<file path="config.mk">
export PLATFORM = sky130hd
export DESIGN_NAME = register_unloader
export DESIGN_NICKNAME = d
export VERILOG_FILES = /design/src/rtl/register_unloader_pkg.sv /design/src/rtl/register_unloader_piso_shift_reg.sv /design/src/rtl/register_unloader.sv
export SDC_FILE = /design/constraint.sdc
export NUM_CORES = 1
export LEC_CHECK = 0
export BUFFER_PORTS_ARGS = -buffer_cell sky130_fd_sc_hd__buf_2
export CAP_MARGIN = 20
export CORE_ASPECT_RATIO = 0.7
export CORE_UTILIZATION = 54
export CTS_BUF_LIST = sky130_fd_sc_hd__clkbuf_8
export DETAILED_ROUTE_END_ITERATION = 8
export GPL_TIMING_DRIVEN = 1
export PLACE_DENSITY = 0.88
export SLEW_MARGIN = 20
export SYNTH_ARGS = -nofsm -noshare
export SYNTH_HDL_FRONTEND = slang
export SYNTH_SLANG_ARGS = --single-unit
</file>
<file path="constraint.sdc">
create_clock -name clk -period 2 [get_ports clk]
set_clock_uncertainty 0.1 [all_clocks]
set_input_delay 0.6 -clock clk [delete_from_list [all_inputs] [get_ports clk]]
set_output_delay 0.6 -clock clk [all_outputs]
set_load 0.005 [all_outputs]
</file>
<file path="src/rtl/register_unloader_pkg.sv">
// Shared definitions for the register unloader: FSM encoding and default word width.
package register_unloader_pkg;

    // Word width shared with the companion 16-bit load register.
    localparam int unsigned DEFAULT_WIDTH = 16;

    // 2'd3 is unused and recovers to StIdle.
    typedef enum logic [1:0] {
        StIdle  = 2'd0,
        StShift = 2'd1,
        StDone  = 2'd2
    } unloader_state_e;

endpackage

</file>
<file path="src/rtl/register_unloader_piso_shift_reg.sv">
// Parallel-in serial-out shift register; load has priority over shift, MSB is the serial bit.
module register_unloader_piso_shift_reg #(
    parameter int unsigned WIDTH = 16
) (
    input  logic             clk,
    input  logic             reset,
    input  logic             load,
    input  logic             shift,
    input  logic [WIDTH-1:0] d,
    output logic [WIDTH-1:0] q
);

    logic [WIDTH-1:0] q_q;

    // Shift register state: clear, capture, or shift left with a zero fill.
    always_ff @(posedge clk) begin
        if (reset) begin
            q_q <= '0;
        end else if (load) begin
            q_q <= d;
        end else if (shift) begin
            q_q <= q_q << 1;
        end
    end

    assign q = q_q;

endmodule

</file>
<file path="src/rtl/register_unloader.sv">
// Captures a parallel word on load and streams it out MSB first over a valid/ready link,
// keeping a shadow copy of the last captured word.
module register_unloader
    import register_unloader_pkg::*;
#(
    parameter int unsigned WIDTH = DEFAULT_WIDTH,
    localparam int unsigned CW   = (WIDTH > 1) ? $clog2(WIDTH) : 1
) (
    input  logic             clk,
    input  logic             reset,
    input  logic             load,
    input  logic [WIDTH-1:0] d,
    output logic             ready,
    output logic [WIDTH-1:0] out,
    output logic             sout,
    output logic             sout_valid,
    input  logic             sout_ready,
    output logic             done
);

    unloader_state_e  state_q, state_d;
    logic [CW-1:0]    count_q, count_d;
    logic [WIDTH-1:0] out_q;
    logic [WIDTH-1:0] shreg;
    logic             load_en;
    logic             shift_en;

    register_unloader_piso_shift_reg #(
        .WIDTH (WIDTH)
    ) u_shreg (
        .clk   (clk),
        .reset (reset),
        .load  (load_en),
        .shift (shift_en),
        .d     (d),
        .q     (shreg)
    );

    // Next-state, counter and handshake outputs.
    always_comb begin
        state_d    = state_q;
        count_d    = count_q;
        ready      = 1'b0;
        sout_valid = 1'b0;
        done       = 1'b0;
        load_en    = 1'b0;
        shift_en   = 1'b0;
        unique case (state_q)
            StIdle: begin
                ready = 1'b1;
                if (load) begin
                    load_en = 1'b1;
                    count_d = CW'(WIDTH - 1);
                    state_d = StShift;
                end
            end
            StShift: begin
                sout_valid = 1'b1;
                if (sout_ready) begin
                    // Last bit goes out without shifting; count never wraps below zero.
                    if (count_q != '0) begin
                        shift_en = 1'b1;
                        count_d  = count_q - 1'b1;
                    end else begin
                        state_d = StDone;
                    end
                end
            end
            StDone: begin
                done    = 1'b1;
                state_d = StIdle;
            end
            default: begin
                state_d = StIdle;
            end
        endcase
    end

    // State, counter and shadow register; shadow only updates on an accepted capture.
    always_ff @(posedge clk) begin
        if (reset) begin
            state_q <= StIdle;
            count_q <= '0;
            out_q   <= '0;
        end else begin
            state_q <= state_d;
            count_q <= count_d;
            if (load_en) begin
                out_q <= d;
            end
        end
    end

    assign out  = out_q;
    assign sout = shreg[WIDTH-1];

endmodule

</file>
# Word level (Yosys, flattened, before mapping)
# Index checks and enable logic that the tools add are counted.
# classes
n_reduce_logical	6
eq_ne	6
mux	18
addsub	1
# ops
operator	n
$mux W16	2
$mux W4	3
$mux W1	8
$ne A2 B2 Y1 const B	4
$pmux W4 S2	1
$mux W2	3
$pmux W2 S2	1
$reduce_and A4 Y1	1
$reduce_bool A2 Y1	2
$reduce_bool A4 Y1	1
$sub A4 B1 Y4 const B	1
$reduce_and A3 Y1	1
$eq A2 B1 Y1 const B	1
$eq A2 B2 Y1 const B	1
$logic_not A2 Y1	1
# totals
elab_cells	35
reg_bits	38

# Longest topological paths before layout
# depth
depth_word	6
mapped_depth	8
ltp_nobuf	6

# Hierarchy
# Synthesis repeated with hierarchy kept, for this count alone.
# hier_totals
hier_cells	177
hier_area_um2	1687.9
# by_module_without_submodules
mod	n_inst	cells_each	area_per_inst_um2
register_unloader	1	106	923.4
register_unloader_piso_shift_reg	1	71	764.5

# Worst setup path after synthesis
# No wires, ideal clock.
# synth_timing
path_kind	register to register
startpoint	register count_q[0]
endpoint	register u_shreg.q_q[1], in the netlist u_shreg.q[1]
arrival_time_ps	1523
synth_period_minus_slack_ps	1756
path_buffers	2
path_stages_with_launch	9
setup_slack_ps	244
setup_time_ps	133
t_required_ps	1767
cell_sequence	dfxtp_1 inv_1 ha_1 or3b_4 and2_4 buf_6 buf_8 nor3_1 nor4_1
# synth_via
elab_chain_cells	5
# synth_rtl
item	line	rtl
start, declared	register_unloader.sv:22	logic [CW-1:0] count_q, count_d;
start signal, assigned	register_unloader.sv:87	count_q <= count_d;
$reduce_bool A4 Y1	register_unloader.sv:61	if (count_q != '0) begin
$mux W1	register_unloader.sv:61	
$mux W1	register_unloader.sv:59	if (sout_ready) begin
$mux W1	register_unloader.sv:48	unique case (state_q)
$reduce_bool A2 Y1 (no source line)	n/a	
end signal, assigned	register_unloader_piso_shift_reg.sv:22	q_q <= q_q << 1;
end, declared	register_unloader_piso_shift_reg.sv:13	logic [WIDTH-1:0] q_q;
# Every way passes these cells.
# A chain may end at the register's enable or synchronous reset.

# Final worst setup path
# layout_timing
startpoint	register state_q[0]
endpoint	output sout_valid
# layout_via
elab_chain_cells	2
# layout_rtl
item	line	rtl
start, declared	register_unloader.sv:21	unloader_state_e state_q, state_d;
start signal, assigned	register_unloader.sv:82	state_q <= StIdle;
start signal, assigned	register_unloader.sv:86	state_q <= state_d;
$eq A2 B1 Y1	register_unloader.sv:48	
$mux W1	register_unloader.sv:48	
end, declared	register_unloader.sv:16	output logic sout_valid,
# Every way passes these cells.

==> flow_summary.rst <==
.. list-table::
   :header-rows: 1

   * - Metric
     - Value
   * - Largest buffer count on any clock path
     - 2
   * - Total Power Consumption
     - 1.82 mW
   * - Data arrival time of the critical path
     - 1.08 ns
   * - Post-route met1 wirelength
     - 1660 µm
   * - Antenna-violating nets left
     - 0
   * - Number of port buffers
     - 39
   * - Routed length per placed instance
     - 12.4 µm
   * - RSZ-0062 raised after global routing
     - false
   * - Final-stage net count
     - 247
   * - Simple-gate share of the synthesized area
     - 0.337
   * - Post-synthesis instance total
     - 191
   * - DRT Wirelength
     - 3220 µm
   * - Highest routing layer actually used
     - met4
   * - Critical path data required time
     - 1.30 ns
   * - Vias per inst
     - 5.34
   * - Result of the run
     - completed
   * - Crit end category
     - output port
   * - Cell with the largest stage delay on the worst path
     - sky130_fd_sc_hd__dfxtp_1
   * - Sequential element share of the synthesized area
     - 0.497
   * - Die Y-Extent
     - 46.5 µm
   * - Post-synthesis adder-cell area fraction
     - 0.00818
   * - Netlist area before placement
     - 0.00153 mm²
   * - Number of distinct library cells after synthesis
     - 29
   * - H-Tree Depth
     - 2
   * - Remaining Overflow, GRT
     - 0
   * - Maximum fanout along the worst path
     - 4
   * - Proportion of netlist area held by the largest area contributor
     - 0.497
   * - Drt initial violations
     - 99
   * - Total power divided by cell area
     - 992 mW/mm²
   * - Fin crit period
     - 1.78 ns
   * - CTS clk-pin slew, worst paths
     - 0.07 ns
   * - Critical path's largest stage delay
     - 0.36 ns
   * - Post-synthesis xor/xnor area fraction
     - 0.00572
   * - Clock latency of the later-clocked register in the worst-skew pair
     - 0.29 ns
   * - # rows
     - 15
   * - Area growth from synthesis to layout
     - 20.0%
   * - Leakage component of the power
     - 0.818 nW
   * - Max Cap Viol
     - 0
   * - Number of gates given a new drive strength after cts
     - 0
   * - DRC violation count after routing
     - 0
   * - Cell-by-cell listing of the critical path
     - nor2b_1 > buf_2
   * - First-pass GRT wire length
     - 5200 µm
   * - Total routing usage reported by global routing
     - 0.235
   * - Max-slew violation count
     - 0
   * - Post-DP HPWL
     - 2030 µm
   * - Max-slew headroom at the worst pin
     - 0.734
   * - Routability congestion estimate from global placement
     - 0.737
   * - Post-CTS Setup Repair Bufs
     - 0
   * - Mean instance size in the synthesized netlist
     - 8.01 µm²
   * - Cell area after placement
     - 0.00172 mm²
   * - Post-synthesis cell type with the largest combined area
     - sky130_fd_sc_hd__dfxtp_1
   * - Worst voltage drop across the vdd grid
     - 574 µV
   * - Register bit total from synthesis
     - 38
   * - Root cell of the clock tree
     - sky130_fd_sc_hd__clkbuf_8
   * - Final Instance Area
     - 0.00184 mm²
   * - Total clock buffers created by CTS
     - 5
   * - # clock sinks
     - 38
   * - Pin count of the biggest net entering global routing
     - 39
   * - Instance count after placement with tap cells included
     - 253
   * - Die W
     - 65.6 µm
   * - Fraction of final layout cells sized beyond drive strength 1
     - 0.239
   * - Crit Path Class
     - flip-flop to output port
   * - Yosys warns
     - 0
   * - Routed met3 length
     - 173 µm
   * - Via count of the first global-routing pass
     - 1197
   * - Actual slew at the worst max-slew pin
     - 0.398 ns
   * - Amount of wire on met2 after detailed routing
     - 1350 µm
   * - Floorplan die area
     - 0.00305 mm²
   * - Total core area
     - 0.00257 mm²
   * - Dominant combinational cell family by area after synthesis
     - simple AND/OR/NAND/NOR gates
   * - Post-cts hold buffer count
     - 0
   * - Sum Neg Setup Slack
     - 0 ns
   * - Antenna violations before repair
     - 0
   * - Final antenna diode count
     - 0
   * - DR vias
     - 1388
   * - Highest clock rate
     - 563 MHz
   * - Class of the tightest hold or removal check
     - flip-flop to flip-flop
   * - Total iterations of the first detailed-routing run
     - 4
   * - I/O pin total
     - 40
   * - TritonCTS clock tree
     - yes
   * - Share of the synthesized area in compound gates (AO/OA/AOI/OAI)
     - 0.0908
   * - Worst Setup Start Kind
     - flip-flop
   * - Synthesized netlist net count
     - 212
   * - Main area contributors after synthesis
     - sky130_fd_sc_hd__dfxtp_1 50%, sky130_fd_sc_hd__nand2_1 8.3%, sky130_fd_sc_hd__nor2_1 7.6%
   * - Mux contribution to synthesized area
     - 0
   * - Final count of negative-setup-slack endpoints
     - 0
   * - Initial core utilization
     - 0.595
   * - Final hold violations
     - 0
   * - Non-filler cells in the finished layout
     - 260
   * - Share of the clock period used by the worst path after layout
     - 0.889
==> cell usage in the layout, fill, tap and decap left out, types with 2 or more instances in the layout <==
cell and instances:
sky130_fd_sc_hd__a21oi_1 17, sky130_fd_sc_hd__buf_2 39, sky130_fd_sc_hd__dfxtp_1 38, sky130_fd_sc_hd__nor2b_1 2
sky130_fd_sc_hd__buf_4 3, sky130_fd_sc_hd__nand3_1 2, sky130_fd_sc_hd__a211oi_1 2, sky130_fd_sc_hd__nor3_1 19
sky130_fd_sc_hd__clkbuf_8 6, sky130_fd_sc_hd__inv_1 2, sky130_fd_sc_hd__nand2_1 34, sky130_fd_sc_hd__nor2_1 31
sky130_fd_sc_hd__nor4_1 15
==> cells by family after synthesis <==
family | count (synthesis)
flip-flops | 38
AO/OA/AOI/OAI | 24
XOR/XNOR | 1
buffers and inverters | 17
adder cells (fa/ha/maj) | 1
AND/OR/NAND/NOR | 110
==> metrics by stage <==
step                hold slack, ns  utilization  setup slack [ns]
detailed placement           0.344        0.671             0.134
finish                       0.352        0.714             0.223
CTS                          0.354        0.714             0.211
global placement             0.343        0.671             0.237
floorplan                    0.348            -             0.244
global route                 0.379        0.714             0.111
==> path summary, 6_finish.rpt <==
path,start,to,slack (ns),depth (start not counted)
hold reg to reg,out[11]$_SDFFE_PP0P_,out[11]$_SDFFE_PP0P_,0.35,2
hold / removal,out[11]$_SDFFE_PP0P_,out[11]$_SDFFE_PP0P_,0.35,2
setup reg to reg,count_q[0]$_SDFFE_PP0P_,count_q[1]$_SDFFE_PP0P_,0.25,6
setup / recovery,state_q[0]$_SDFFE_PP0P_,sout_valid,0.22,2
==> worst max-delay path: cells and delay by family (launching register included) <==
kind	cells	cell delay (ns)
AND/OR/NAND/NOR	1	0.26
buffers and inverters	1	0.16
flip-flops	1	0.36
==> cells in the mapped netlist <==
cell / number
sky130_fd_sc_hd__a211oi_1: 2
sky130_fd_sc_hd__a21oi_1: 17
sky130_fd_sc_hd__a21oi_2: 1
sky130_fd_sc_hd__a311oi_1: 1
sky130_fd_sc_hd__a31oi_1: 1
sky130_fd_sc_hd__and2_1: 1
sky130_fd_sc_hd__and2_4: 1
sky130_fd_sc_hd__and3b_1: 1
sky130_fd_sc_hd__buf_2: 6
sky130_fd_sc_hd__buf_4: 1
sky130_fd_sc_hd__buf_6: 1
sky130_fd_sc_hd__buf_8: 1
sky130_fd_sc_hd__clkbuf_1: 6
sky130_fd_sc_hd__dfxtp_1: 38
sky130_fd_sc_hd__ha_1: 1
sky130_fd_sc_hd__inv_1: 2
sky130_fd_sc_hd__nand2_1: 34
sky130_fd_sc_hd__nand2_4: 1
sky130_fd_sc_hd__nand2b_1: 1
sky130_fd_sc_hd__nand3_1: 2
sky130_fd_sc_hd__nor2_1: 31
sky130_fd_sc_hd__nor2b_1: 2
sky130_fd_sc_hd__nor3_1: 19
sky130_fd_sc_hd__nor3b_1: 1
sky130_fd_sc_hd__nor4_1: 15
sky130_fd_sc_hd__o21a_1: 1
sky130_fd_sc_hd__o31ai_1: 1
sky130_fd_sc_hd__or3b_4: 1
sky130_fd_sc_hd__xnor2_1: 1
==> sequential cells by signal, summed over array words and instances (netlist names) <==
| name | flops |
|---|---|
| out | 16 |
| u_shreg.q | 16 |
| count_q | 4 |
| state_q | 2 |
==> routing by layer <==
layer  GRT usage  vias up
li1            -      713
met1       0.303      633
met2       0.361       35
met3      0.0990        7
met4      0.0652        0
met5           0        -
==> area by class of cell <==
class                           instances  area, µm²
Clock buffer                            6       82.6
Clock inverter                          1       30.0
Fill cell                             210        734
Inverter                                2       7.51
Multi-Input combinational cell        136        676
Sequential cell                        38        761
Tap cell                               34       42.5
Timing Repair Buffer                   43        238
==> report_power, final <==
part	total [mW]	switching (mW)	internal [mW]
combinational	0.289	0.160	0.129
sequential	0.872	0.0429	0.829
clock	0.661	0.262	0.399
total	1.82	0.465	1.36
Note: power is estimated with default switching activity, not from simulation.
